===== config.mk =====
export PLATFORM = sky130hd
export DESIGN_NAME = fabric_wrr_scheduler_flat
export DESIGN_NICKNAME = d
export VERILOG_FILES = /design/src/rtl/carbon_arch_pkg.sv /design/src/rtl/fabric_wrr_scheduler_if.sv /design/src/rtl/fabric_rr_pick.sv /design/src/rtl/fabric_wrr_scheduler.sv /design/src/flat_wrapper.sv
export SDC_FILE = /design/constraint.sdc
export NUM_CORES = 1
export LEC_CHECK = 0
export ABC_AREA = 1
export CAP_MARGIN = 20
export CORE_ASPECT_RATIO = 0.5
export CORE_MARGIN = 4
export CORE_UTILIZATION = 40
export DETAILED_ROUTE_END_ITERATION = 7
export GPL_TIMING_DRIVEN = 0
export HOLD_SLACK_MARGIN = 0.03
export MAX_ROUTING_LAYER = met4
export PLACE_DENSITY = 0.57
export SETUP_SLACK_MARGIN = 0.15
export SLEW_MARGIN = 30
export SYNTH_ARGS = -nofsm -noshare
export SYNTH_HDL_FRONTEND = slang
export SYNTH_SLANG_ARGS = --single-unit

===== constraint.sdc =====
create_clock -name clk -period 3.8 [get_ports clk]
set_input_delay 0.76 -clock clk [delete_from_list [all_inputs] [get_ports clk]]
set_output_delay 0.76 -clock clk [all_outputs]
set_load 0.02 [all_outputs]

===== src/rtl/carbon_arch_pkg.sv =====
// Shared fabric architecture definitions: scheduler state encoding and default widths.
package carbon_arch_pkg;

  localparam int unsigned CARBON_FABRIC_SCHED_WEIGHT_W = 4;

  typedef enum logic [0:0] {
    SCHED_IDLE   = 1'b0,
    SCHED_LOCKED = 1'b1
  } fabric_sched_state_e;

  // Modular increment with an explicit compare so non-power-of-two counts wrap correctly.
  function automatic int unsigned fabric_wrap_inc(input int unsigned idx, input int unsigned n);
    return (idx + 1 >= n) ? 0 : idx + 1;
  endfunction

endpackage


===== src/rtl/fabric_wrr_scheduler_if.sv =====
// Grant/config bundle between the fabric request mux and the WRR scheduler.
interface fabric_wrr_scheduler_if
  import carbon_arch_pkg::*;
#(
  parameter int unsigned M   = 4,
  parameter int unsigned W_W = CARBON_FABRIC_SCHED_WEIGHT_W,
  parameter int unsigned M_W = $clog2(M)
);
  logic [M-1:0]   req_i;
  logic           xfer_i;
  logic           cfg_we_i;
  logic [M_W-1:0] cfg_idx_i;
  logic [W_W-1:0] cfg_weight_i;
  logic           gnt_valid_o;
  logic [M-1:0]   gnt_oh_o;
  logic [M_W-1:0] gnt_idx_o;
  logic           reload_o;

  modport master (
    output req_i, xfer_i, cfg_we_i, cfg_idx_i, cfg_weight_i,
    input  gnt_valid_o, gnt_oh_o, gnt_idx_o, reload_o
  );

  modport slave (
    input  req_i, xfer_i, cfg_we_i, cfg_idx_i, cfg_weight_i,
    output gnt_valid_o, gnt_oh_o, gnt_idx_o, reload_o
  );
endinterface


===== src/rtl/fabric_rr_pick.sv =====
// Combinational round-robin picker: first set bit of req_vec_i scanning upward from start_i.
module fabric_rr_pick
  import carbon_arch_pkg::*;
#(
  parameter int unsigned N     = 4,
  parameter int unsigned IDX_W = $clog2(N)
) (
  input  logic [IDX_W-1:0] start_i,
  input  logic [N-1:0]     req_vec_i,
  output logic             found_o,
  output logic [IDX_W-1:0] idx_o
);

  always_comb begin
    int unsigned w_pos;
    logic        w_hit;
    w_hit = 1'b0;
    idx_o = '0;
    w_pos = 32'(start_i);
    for (int unsigned k = 0; k < N; k++) begin
      if (!w_hit && req_vec_i[w_pos[IDX_W-1:0]]) begin
        w_hit = 1'b1;
        idx_o = w_pos[IDX_W-1:0];
      end
      w_pos = fabric_wrap_inc(w_pos, N);
    end
    found_o = w_hit;
  end

endmodule


===== src/rtl/fabric_wrr_scheduler.sv =====
// Weighted round-robin grant scheduler sharing one fabric slave port among M requesters.
module fabric_wrr_scheduler
  import carbon_arch_pkg::*;
#(
  parameter int unsigned M              = 4,
  parameter int unsigned W_W            = CARBON_FABRIC_SCHED_WEIGHT_W,
  parameter int unsigned DEFAULT_WEIGHT = 1
) (
  input logic                  clk,
  input logic                  rst,
  fabric_wrr_scheduler_if.slave bus
);

  localparam int unsigned    M_W       = $clog2(M);
  localparam logic [0:0]     ST_IDLE   = SCHED_IDLE;
  localparam logic [0:0]     ST_LOCKED = SCHED_LOCKED;
  localparam logic [W_W-1:0] W_DEFAULT = W_W'(DEFAULT_WEIGHT);

  logic [0:0]     r_state, w_state_d;
  logic [W_W-1:0] r_weight [M];
  logic [W_W-1:0] w_weight_d [M];
  logic [W_W-1:0] r_credit [M];
  logic [W_W-1:0] w_credit_d [M];
  logic [M_W-1:0] r_rr_ptr, w_rr_ptr_d;
  logic [M_W-1:0] r_gnt_idx, w_gnt_idx_d;
  logic [M-1:0]   r_gnt_oh, w_gnt_oh_d;
  logic           r_gnt_valid, w_gnt_valid_d;
  logic           r_reload, w_reload_d;

  logic [M-1:0]   w_eligible;
  logic [M-1:0]   w_live;
  logic           w_found;
  logic [M_W-1:0] w_pick_idx;
  logic           w_cfg_hit;

  always_comb begin
    for (int unsigned i = 0; i < M; i++) begin
      w_eligible[i] = bus.req_i[i] && (r_credit[i] != '0);
      w_live[i]     = bus.req_i[i] && (r_weight[i] != '0);
    end
  end

  fabric_rr_pick #(
    .N     (M),
    .IDX_W (M_W)
  ) u_pick (
    .start_i   (r_rr_ptr),
    .req_vec_i (w_eligible),
    .found_o   (w_found),
    .idx_o     (w_pick_idx)
  );

  assign w_cfg_hit = bus.cfg_we_i && (32'(bus.cfg_idx_i) < M);

  always_comb begin
    w_state_d     = r_state;
    w_rr_ptr_d    = r_rr_ptr;
    w_gnt_idx_d   = r_gnt_idx;
    w_gnt_oh_d    = r_gnt_oh;
    w_gnt_valid_d = r_gnt_valid;
    w_reload_d    = 1'b0;
    w_weight_d    = r_weight;
    w_credit_d    = r_credit;

    // Weight lands first so a same-cycle reload picks up the new value.
    if (w_cfg_hit) begin
      w_weight_d[bus.cfg_idx_i] = bus.cfg_weight_i;
    end

    case (r_state)
      ST_IDLE: begin
        if (w_found) begin
          w_state_d     = ST_LOCKED;
          w_gnt_valid_d = 1'b1;
          w_gnt_idx_d   = w_pick_idx;
          w_gnt_oh_d    = M'(1) << w_pick_idx;
        end else if (|w_live) begin
          w_credit_d = w_weight_d;
          w_reload_d = 1'b1;
        end
      end
      ST_LOCKED: begin
        if (bus.xfer_i || !bus.req_i[r_gnt_idx]) begin
          w_state_d     = ST_IDLE;
          w_gnt_valid_d = 1'b0;
          w_gnt_idx_d   = '0;
          w_gnt_oh_d    = '0;
        end
        if (bus.xfer_i) begin
          w_credit_d[r_gnt_idx] = r_credit[r_gnt_idx] - W_W'(1);
          // Winner keeps priority until its burst of credits is spent.
          w_rr_ptr_d = (w_credit_d[r_gnt_idx] == '0) ? M_W'(fabric_wrap_inc(32'(r_gnt_idx), M))
                                                      : r_gnt_idx;
        end
      end
      default: w_state_d = ST_IDLE;
    endcase

    if (w_cfg_hit && (w_credit_d[bus.cfg_idx_i] > bus.cfg_weight_i)) begin
      w_credit_d[bus.cfg_idx_i] = bus.cfg_weight_i;
    end
  end

  always_ff @(posedge clk or posedge rst) begin
    if (rst) begin
      r_state     <= ST_IDLE;
      r_rr_ptr    <= '0;
      r_gnt_idx   <= '0;
      r_gnt_oh    <= '0;
      r_gnt_valid <= 1'b0;
      r_reload    <= 1'b0;
      for (int unsigned i = 0; i < M; i++) begin
        r_weight[i] <= W_DEFAULT;
        r_credit[i] <= W_DEFAULT;
      end
    end else begin
      r_state     <= w_state_d;
      r_rr_ptr    <= w_rr_ptr_d;
      r_gnt_idx   <= w_gnt_idx_d;
      r_gnt_oh    <= w_gnt_oh_d;
      r_gnt_valid <= w_gnt_valid_d;
      r_reload    <= w_reload_d;
      r_weight    <= w_weight_d;
      r_credit    <= w_credit_d;
    end
  end

  assign bus.gnt_valid_o = r_gnt_valid;
  assign bus.gnt_oh_o    = r_gnt_oh;
  assign bus.gnt_idx_o   = r_gnt_idx;
  assign bus.reload_o    = r_reload;

endmodule


===== src/flat_wrapper.sv =====
// flat-port wrapper written by rule: the top's interface ports become plain ports
module fabric_wrr_scheduler_flat import carbon_arch_pkg::*;
#(
  parameter int unsigned M              = 4,
  parameter int unsigned W_W            = CARBON_FABRIC_SCHED_WEIGHT_W,
  parameter int unsigned DEFAULT_WEIGHT = 1
)
  (clk, rst, bus_req_i, bus_xfer_i, bus_cfg_we_i, bus_cfg_idx_i, bus_cfg_weight_i, bus_gnt_valid_o, bus_gnt_oh_o, bus_gnt_idx_o, bus_reload_o);
  fabric_wrr_scheduler_if #(.M(M), .W_W(W_W)) bus_i ();
  input logic clk;
  input logic rst;
  input wire logic [$bits(bus_i.req_i)-1:0] bus_req_i;
  input wire logic [$bits(bus_i.xfer_i)-1:0] bus_xfer_i;
  input wire logic [$bits(bus_i.cfg_we_i)-1:0] bus_cfg_we_i;
  input wire logic [$bits(bus_i.cfg_idx_i)-1:0] bus_cfg_idx_i;
  input wire logic [$bits(bus_i.cfg_weight_i)-1:0] bus_cfg_weight_i;
  output wire logic [$bits(bus_i.gnt_valid_o)-1:0] bus_gnt_valid_o;
  output wire logic [$bits(bus_i.gnt_oh_o)-1:0] bus_gnt_oh_o;
  output wire logic [$bits(bus_i.gnt_idx_o)-1:0] bus_gnt_idx_o;
  output wire logic [$bits(bus_i.reload_o)-1:0] bus_reload_o;
  assign bus_i.req_i = bus_req_i;
  assign bus_i.xfer_i = bus_xfer_i;
  assign bus_i.cfg_we_i = bus_cfg_we_i;
  assign bus_i.cfg_idx_i = bus_cfg_idx_i;
  assign bus_i.cfg_weight_i = bus_cfg_weight_i;
  assign bus_gnt_valid_o = bus_i.gnt_valid_o;
  assign bus_gnt_oh_o = bus_i.gnt_oh_o;
  assign bus_gnt_idx_o = bus_i.gnt_idx_o;
  assign bus_reload_o = bus_i.reload_o;
  fabric_wrr_scheduler #(.M(M), .W_W(W_W), .DEFAULT_WEIGHT(DEFAULT_WEIGHT)) u_core (.clk(clk), .rst(rst), .bus(bus_i));
endmodule

Word level (Yosys, flattened, before mapping)

Cells that the tools add are included.

Word-level logic and storage cells: 130
Input port bits: 14
Output and inout port bits: 8
Register bits after elaboration: 43

Reduce and logical (&&, ||, !) cells: 31
Magnitude comparators: 14
Bitwise gates (word level): 3
Muxes and demuxes: 60
$add $sub $neg: 5
Shifts and indexed selects: 1
Eq/ne operators: 2

Operators with widths:

| cell                                                        | number |
|---|---|
| 2-to-1 mux 16 bit                                           | 5 |
| >= comparator 32 x 3 -> 1 bit (second input constant)       | 2 |
| bitwise mux 16 bit                                          | 3 |
| 2-to-1 mux 4 bit                                            | 11 |
| case mux 16 bit (2 select lines)                            | 1 |
| nonzero test 4 bit                                          | 8 |
| binary-select mux 4 bit (select 2 bit)                      | 3 |
| 2-to-1 mux 2 bit                                            | 9 |
| demux 4 bit (select 2 bit)                                  | 2 |
| 2-to-1 mux 1 bit                                            | 16 |
| less-than comparator 2 x 3 -> 1 bit (second input constant) | 5 |
| logical AND 1 bit                                           | 14 |
| binary-select mux 1 bit (select 2 bit)                      | 5 |
| >= comparator 3 bit (second input constant)                 | 3 |
| case mux 4 bit (2 select lines)                             | 1 |
| adder 2 x 1 -> 3 bit (second input constant)                | 2 |
| less-than comparator 3 x 1 -> 1 bit (second input constant) | 2 |
| inverter 2 -> 3 bit                                         | 2 |
| adder 4 x 1 -> 5 bit (second input constant)                | 1 |
| >= comparator 5 x 3 -> 1 bit (second input constant)        | 1 |
| adder 3 x 1 -> 4 bit (second input constant)                | 1 |
| > comparator 4 bit                                          | 1 |
| zero test 1 bit                                             | 4 |
| zero test 4 bit                                             | 1 |
| 10 further kinds                                            | 13 |

Longest topological paths before layout

Gate-level depths: netlist of run 1.

Word-level depth: 22
Mapped depth: 28
Gate-level depth less buffers: 27

Cells and area by module

A second synthesis of run 1 with hierarchy kept.

Cell total of the unflattened synthesis: 524
Area total of the unflattened synthesis: 3350.7 µm²

Modules (own cells, without submodules):

| module               | cells each | area each (µm²) | instances | seq. area each (µm²) |
|---|---|---|---|---|
| fabric_wrr_scheduler | 464        | 3034.2          | 1         | 1086.0 |
| fabric_rr_pick       | 60         | 316.6           | 1         | 0.0 |

Least setup slack after synthesis of run 1

Ideal clock, no wire load.

Path kind: register -> register
Start: register u_core.r_rr_ptr[0]
End: register u_core.r_credit[0] (netlist name)
Buffers on the path: 1
Setup slack: 0.672 ns
Data required time: 3.727 ns
Arrival time: 3.055 ns
Stages on the path, launching flop included: 25
Period minus slack after synthesis: 3.128 ns
Cell sequence: dfrtp_1 inv_2 ha_1 inv_1 nand2_1 nand2_1 nor2_2 nand2_2 nand2_4 nor2_4 buf_6 nand3_1 nand2_1 nand2_1 nand2_1 nand2_1 nand2_1 nor2_2 ha_1 nand2_1 o21ai_0 nand2_1 nor2_1 nor2_1 a21oi_1

RTL lines:

| what                   | RTL line                    | text |
|---|---|---|
| from (decl)            | fabric_wrr_scheduler.sv:24  | `logic [M_W-1:0] r_rr_ptr, w_rr_ptr_d;` |
| from (signal assigned) | fabric_wrr_scheduler.sv:118 | `r_rr_ptr <= w_rr_ptr_d;` |
| to (signal assigned)   | fabric_wrr_scheduler.sv:124 | `r_credit <= w_credit_d;` |
| to (decl)              | fabric_wrr_scheduler.sv:22  | `logic [W_W-1:0] r_credit [M];` |

==> out/metrics.csv, run 1 <==
stage,metric,value,unit
min_path,hold_path_depth,2,
setup_path,cp.required,4.02,ns
floorplan,die_w,142.8,um
synthesis,synth_warnings,0,
drt,vias_per_cell,5.029,
floorplan,core_area,8768,um^2
cts,ctsLongestPathBuffers,2,
cts,root_buffer,clkbuf_16,
cts,cts_sinks,43,
cts,cts_max_level,2,
synthesis,synth_cells,608,
finish,fin_area,4344,um^2
sta,drv_slew,0,
drt,ant_nets,0,
global_routing,grt-ovfl-total,0,
synthesis,synth_area,3635,um^2
pwr,power_leakage,2.272,nW
drt,vias,3847,
finish,antenna_cells,0,
drt,wl_per_cell,15.65,um
drt,drt_pass1_iterations,5,
drt,drc,0,
sta,rsz0062_at_grt,false,
min_path,hold_path.class,reg2reg,
global_routing,grt_max_degree,44,
finish,final_common_cell,nand2_1,
sta,fin_crit_sh,89.07,%
floorplan,start_util,41.45,%
placement,place.gp.congestion,0.9649,
pwr,p_per_area,872.9,nW/um^2
floorplan,rows,24,
sta,worst_slack,0.4153,ns
sta,max_freq,295.4,MHz
floorplan,dieArea,10770,um^2
cts,clkLatencyLatePin,0.29,ns
cts,cts_buffers,5,
drt,drt_iter0_markers,298,
finish,drive_above_1_share,13.58,%
placement,hpwl,9007,um
global_routing,grt_use_total,23.77,%
synthesis,synth_mux_area_share,0,%
synthesis,synth_xor_area_share,0,%
synthesis,yosys.cell_types.count,28,
synthesis,yosys.area_share.simple,43.96,%
sta,fin_skew,0.006908,ns
sta,hold_violations,0,
setup_path,worstPathMaxFanout,8,
synthesis,syn_avg_cell_area,5.978,um^2
sta,period_needed,3.385,ns
synthesis,ys_ff_latch,43,
placement,pre_cts_ws,-0.4193,ns
min_path,hold_start,u_core.bus.gnt_valid_o,
finish,syn_to_final_growth,19.52,%
setup_path,worstReg2RegStart,u_core.r_rr_ptr[0],
floorplan,die_h,75.41,um
placement,dpl_cell_area,3994,um^2
min_path,min_to,u_core.bus.gnt_valid_o,
setup_path,worst-setup-path-type,in2reg,
placement,port_buffers,21,
drt,wl,11970,um
setup_path,cp.arrival,3.61,ns
cts,clk_pin_slew,0.06,ns
global_routing,grt_pass1_vias,3461,
finish,final_cell_mix,"nand2_1 (240), inv_1 (65), nand3_1 (63)",
setup_path,reg2regPathDepth,24,
sta,slew_headroom,61.84,%
synthesis,synth-adder-area-share,3.787,%
finish,fin_nets,673,
setup_path,r2r_slack,0.43,ns
setup_path,start_kind,input port,
synthesis,synth_top_family_by_area,simple AND/OR/NAND/NOR gates,
pwr,ir_drop,410.1,uV
sta,finalSetupViolCount,0,
global_routing,antenna_found_initial,0,
global_routing,grt_pass1_wl,18760,um
setup_path,end_kind,flip-flop,
cts,cts_tree,done,
floorplan,ioPinCount,22,
outcome,status,"finished, final reports clean",
flow_run,maxCapViolations,0,
synthesis,yosysSeqAreaShare,29.88,%
synthesis,synth-compound-area-share,12.43,%
synthesis,syn-num-nets,633,
setup_path,r2r-end,u_core.r_credit[0],
sta,tightestPinTransition,0.5725,ns
## sequential cells by signal (all words and copies together), names as in the netlist
register                flops
u_core.bus.gnt_oh_o         4
u_core.bus.reload_o         1
u_core.r_weight            16
u_core.r_state              1
u_core.r_credit            16
u_core.bus.gnt_valid_o      1
u_core.bus.gnt_idx_o        2
u_core.r_rr_ptr             2
## cell usage after synthesis
library cell | n | area (um^2)
inv_2 | 4 | 15.01
dfstp_2 | 8 | 210.2
nand3_2 | 3 | 30.03
nor2_1 | 44 | 165.2
ha_1 | 11 | 137.6
nand4_1 | 1 | 6.260
nand4_4 | 1 | 21.27
o21ai_2 | 1 | 8.760
dfrtp_1 | 35 | 875.8
nand3b_1 | 2 | 15.01
a21oi_1 | 15 | 75.07
nor2_2 | 5 | 31.28
nand2_1 | 246 | 923.4
nand2_2 | 5 | 31.28
buf_2 | 3 | 15.01
clkbuf_1 | 6 | 22.52
o21ai_1 | 23 | 115.1
inv_1 | 72 | 270.3
nor2_4 | 2 | 22.52
inv_4 | 2 | 12.51
buf_6 | 2 | 22.52
buf_1 | 1 | 3.750
o21ai_0 | 35 | 175.2
nand3_1 | 65 | 325.3
o22ai_1 | 10 | 62.56
nor3_1 | 3 | 15.01
nand2_4 | 1 | 11.26
o21a_1 | 2 | 15.01
## layer usage
layer | share of wire (%) | global-route usage, % | up-vias
met2 | 41 | 35.65 | 90
li1 | - | - | 2019
met4 | 0.82 | 3.477 | 0
met3 | 5.2 | 3.323 | 9
met1 | 53 | 34.91 | 1729
met5 | 0 | - | -
## area by class of cell
| cell class | instances | area, um^2 |
|---|---|---|
| multi-input cells | 475 | 2275 |
| clock buffers | 5 | 125.1 |
| clock inverters | 2 | 13.76 |
| well taps | 117 | 146.4 |
| flip-flops and latches | 43 | 1091 |
| plain buffers | 12 | 73.82 |
| fillers | 950 | 4424 |
| inverters | 78 | 300.3 |
| repair buffers | 33 | 319.1 |
## critical path: stages
cell	delay, ns
clkdlybuf4s50_1	0.74
inv_1	0.13
o21ai_1	0.27
o21ai_0	0.13
nand3_1	0.09
nand2_1	0.05
nand2_1	0.05
nand2_1	0.08
nand2_1	0.06
nand2_1	0.05
nor2_2	0.12
ha_1	0.26
nand2_1	0.09
o21a_1	0.12
nand2_1	0.07
buf_4	0.15
nor2_4	0.19
nor2_1	0.07
a21oi_1	0.12
## metrics by stage
stage	utilization, %	power, W	hold slack, ns	instances	setup TNS [ns]
floorplan	-	0.002491	0.4583	608	0
global placement	45.52	0.003088	0.4556	746	-4.772
detailed placement	45.55	0.003099	0.4594	746	-5.317
CTS	47.45	0.003549	0.4752	753	0
global route	49.54	0.004133	0.4856	765	0
finish	49.54	0.003792	0.4698	765	0
## how the worst max path moves through the flow
stage | startpoint | endpoint | slack, ns | cells after the start
2_1_floorplan | u_core.r_rr_ptr[0] | u_core.r_credit[0] | 0.67 | 24
3_3_place_gp | bus_cfg_idx_i[1] | u_core.r_credit[0] | -0.39 | 20
5_1_grt | u_core.r_rr_ptr[0] | u_core.r_credit[0] | 0.14 | 24
6_report | bus_cfg_weight_i[3] | u_core.r_credit[0] | 0.42 | 19
3_5_place_dp | bus_cfg_idx_i[1] | u_core.r_credit[0] | -0.42 | 20
4_1_cts | bus_req_i[2] | u_core.r_credit[15] | 0.15 | 22
## cell families (layout without fill, tap and decap cells)
family / after synthesis / count (layout)
AND/OR/NAND/NOR: 378 / 378
buffers and inverters: 90 / 130
AO/OA/AOI/OAI: 86 / 86
flip-flops: 43 / 43
adder cells (fa/ha/maj): 11 / 11
## report_power, final
group,switching [W],internal (W),total (W)
Sequential,0.000190,0.000640,0.000831
Combinational,0.00162,0.000904,0.00253
Clock,0.000193,0.000240,0.000433
## what timing repair did
item,4_1_cts,5_1_grt
hold endpoints to repair,0,0
buffers inserted,0,11
setup endpoints to repair,16,16
pin swaps,0,6
hold buffers,0,0
cloned,0,1
resized for setup,13,44
(Power assumes the default switching activity.)
==> inputs of run 2 (changes only) <==
--- a/constraint.sdc
+++ b/constraint.sdc
@@ -3,2 +3,2 @@
 set_output_delay 0.76 -clock clk [all_outputs]
-set_load 0.02 [all_outputs]
+set_load 0.005 [all_outputs]
==> results of run 2 <==
The final DEF is identical to that of run 1. Status: finished, final reports clean.
Main changes from that run: total power 0.003792 W -> 0.003763 W; worst IR drop on VDD 410.1 uV -> 408.6 uV
==> inputs of run 3 (changes only) <==
HOLD_SLACK_MARGIN = 0.08   (was 0.03)
SETUP_SLACK_MARGIN = unset   (was 0.15)
==> run 3 against run 2 <==
Against the previous run:
- total power down 2.5%
- wire length decreased by 0.78%
- worst hold slack barely moved
- critical path type unchanged
- largest power group unchanged
- highest routed layer unchanged
==> out/metrics.csv, run 3 (synthesis results as in run 1) <==
stage,metric,value,unit,change
finish,postLayoutCoreUtil,48.94,%,was 49.54%
floorplan,die_h,75.41,um,unchanged
pwr,p_per_area,855.0,nW/um^2,was 866.2 nW/um^2
setup_path,worstPathMaxFanout,10,,was 8
global_routing,grt_max_degree,44,,unchanged
drt,wl_per_cell,15.59,um,was 15.65 um
drt,wl,11880,um,was 11970 um
floorplan,rows,24,,unchanged
min_path,hold_start,u_core.bus.gnt_valid_o,,unchanged
sta,slew_headroom,61.70,%,was 61.84%
cts,cts_buffers,5,,unchanged
flow_run,maxCapViolations,0,,unchanged
global_routing,grt-ovfl-total,0,,unchanged
cts,cts_tree,done,,unchanged
min_path,min_to,u_core.bus.gnt_valid_o,,unchanged
sta,finalSetupViolCount,0,,unchanged
min_path,hold_path_depth,2,,unchanged
pwr,power_frac_clock,11.8,%,was 11.5%
setup_path,r2r_slack,0.38,ns,was 0.43 ns
setup_path,worstReg2RegStart,u_core.r_rr_ptr[0],,unchanged
placement,placed_cells,746,,unchanged
setup_path,cp.required,4.02,ns,about the same
pwr,fin_total_pwr,0.003669,W,was 0.003763 W
cts,root_buffer,clkbuf_16,,unchanged
global_routing,grt_use_total,23.73,%,was 23.77%
sta,worst_slack,0.3423,ns,was 0.4153 ns
pwr,internal_power,0.001733,W,was 0.001784 W
finish,final_common_cell,nand2_1,,unchanged
sta,fin_crit_sh,90.99,%,was 89.07%
pwr,pwr-share-comb,65.7,%,was 66.4%
drt,drt_iter0_markers,387,,was 298
placement,pre_cts_ws,-0.4193,ns,unchanged
setup_path,cp.arrival,3.68,ns,was 3.61 ns
drt,vias,3835,,was 3847
sta,max_freq,289.2,MHz,was 295.4 MHz
placement,hpwl,9007,um,unchanged
floorplan,ioPinCount,22,,unchanged
floorplan,core_area,8768,um^2,unchanged
drt,drt_pass1_iterations,6,,was 5
pwr,ir_drop,402.5,uV,was 408.6 uV
finish,drive_above_1_share,11.78,%,was 13.58%
sta,hold_violations,0,,unchanged
pwr,switching_share,52.77,%,was 52.59%
sta,drv_slew,0,,unchanged
finish,final_cell_mix,"nand2_1 (243), inv_1 (66), nand3_1 (64)",,"was nand2_1 (240), inv_1 (65), nand3_1 (63)"
sta,period_needed,3.458,ns,was 3.385 ns
finish,antenna_cells,0,,unchanged
finish,stdcell_count,762,,was 765
setup_path,end_kind,flip-flop,,unchanged
global_routing,antenna_found_initial,0,,unchanged
global_routing,grt_pass1_wl,18720,um,was 18760 um
cts,ctsHoldBuffers,0,,unchanged
cts,ctsLongestPathBuffers,2,,unchanged
pwr,power_leakage,2.256,nW,was 2.272 nW
setup_path,worst-setup-path-type,in2reg,,unchanged
floorplan,dieArea,10770,um^2,unchanged
min_path,hold_path.class,reg2reg,,unchanged
finish,fin_nets,670,,was 673
finish,syn_to_final_growth,18.07,%,was 19.52%
sta,tightestPinTransition,0.5746,ns,was 0.5725 ns
drt,ant_nets,0,,unchanged
cts,cts_sinks,43,,unchanged
sta,fin_skew,0.006491,ns,was 0.006908 ns
floorplan,start_util,41.45,%,unchanged
sta,holdWs,0.4700,ns,was 0.4698 ns
global_routing,grt_pass1_vias,3458,,was 3461
floorplan,die_w,142.8,um,unchanged
cts,cts_max_level,2,,unchanged
placement,place.gp.congestion,0.9649,,unchanged
pwr,switchingPower,0.001936,W,was 0.001979 W
outcome,status,"finished, final reports clean",,unchanged
cts,clk_pin_slew,0.06,ns,about the same
drt,drc,0,,unchanged
cts,clkLatencyLatePin,0.29,ns,about the same
setup_path,start_kind,input port,,unchanged
setup_path,r2r-end,u_core.r_credit[0],,unchanged
setup_path,reg2regPathDepth,23,,was 24
placement,port_buffers,21,,unchanged
drt,vias_per_cell,5.033,,was 5.029
pwr,power_frac_seq,22.5,%,was 22.1%
## run 3: changes by cell type in the layout (fill, tap and decap cells not counted), moves of 2 or more
cell,before,now
o21ai_1,25,23
nor2_4,8,6
clkbuf_2,4,2
buf_4,10,8
nand2_2,10,7
nor2_2,4,6
clkdlybuf4s50_1,14,16
o21ai_0,33,35
nand2_1,240,243
## run 3: final cells by class
class	count	area, um^2
multi-input cells	475	2240
fillers	954	4477
plain buffers	12	73.82
repair buffers	30	302.8
flip-flops and latches	43	1090
clock inverters	2	13.76
inverters	78	300.3
well taps	117	146.4
clock buffers	5	125.1
## run 3: per-layer routing
layer | track usage [%] | vias to the layer above | part of all wire, %
li1 | - | 2013 | -
met4 | 3.477 | 0 | 0.71
met5 | - | - | 0
met3 | 3.323 | 9 | 5.9
met1 | 34.79 | 1704 | 52
met2 | 35.65 | 109 | 41
## run 3: critical path, cell delays in order
cell	delay, ns
clkdlybuf4s50_1	0.43
nor2_2	0.34
inv_1	0.13
clkbuf_1	0.27
o21ai_0	0.28
inv_1	0.07
nand2_1	0.08
nand2_1	0.05
nand2_1	0.09
nor2_2	0.06
ha_1	0.29
nand2_1	0.07
o21ai_0	0.15
nand2_1	0.11
nor2_2	0.28
nor2_1	0.09
a21oi_1	0.13
## run 3: repair_timing
item,CTS,global route
endpoints found under the setup margin,13,16
pin swaps,0,3
buffers inserted,0,9
resized for setup,3,37
## run 3: worst max-delay path by stage
stage / startpoint / to / slack, ns / cells after the start
floorplan: u_core.r_rr_ptr[0] / u_core.r_credit[0] / 0.67 / 24
global placement: bus_cfg_idx_i[1] / u_core.r_credit[0] / -0.39 / 20
detailed placement: bus_cfg_idx_i[1] / u_core.r_credit[0] / -0.42 / 20
CTS: bus_req_i[2] / u_core.r_credit[15] / 0.00003 / 22
global route: u_core.r_rr_ptr[0] / u_core.r_credit[0] / -0.001 / 23
finish: bus_xfer_i / u_core.r_credit[0] / 0.34 / 17
## run 3: stage by stage
| stage | TNS, ns | instance area, um^2 |
|---|---|---|
| finish | 0 | 4292 |
| global route | -0.001091 | 4292 |
| CTS | 0 | 4140 |
| detailed placement | -5.317 | 3994 |
| global placement | -4.772 | 3991 |
| floorplan | 0 | 3635 |
## run 3: power groups by stage
stage / sequential (W) / combinational [W] / clock, W
floorplan: 0.000765 / 0.00170 / 0
global placement: 0.000827 / 0.00223 / 0
detailed placement: 0.000829 / 0.00224 / 0
CTS: 0.000820 / 0.00226 / 0.000441
global route: 0.000846 / 0.00272 / 0.000455
finish: 0.000827 / 0.00241 / 0.000432
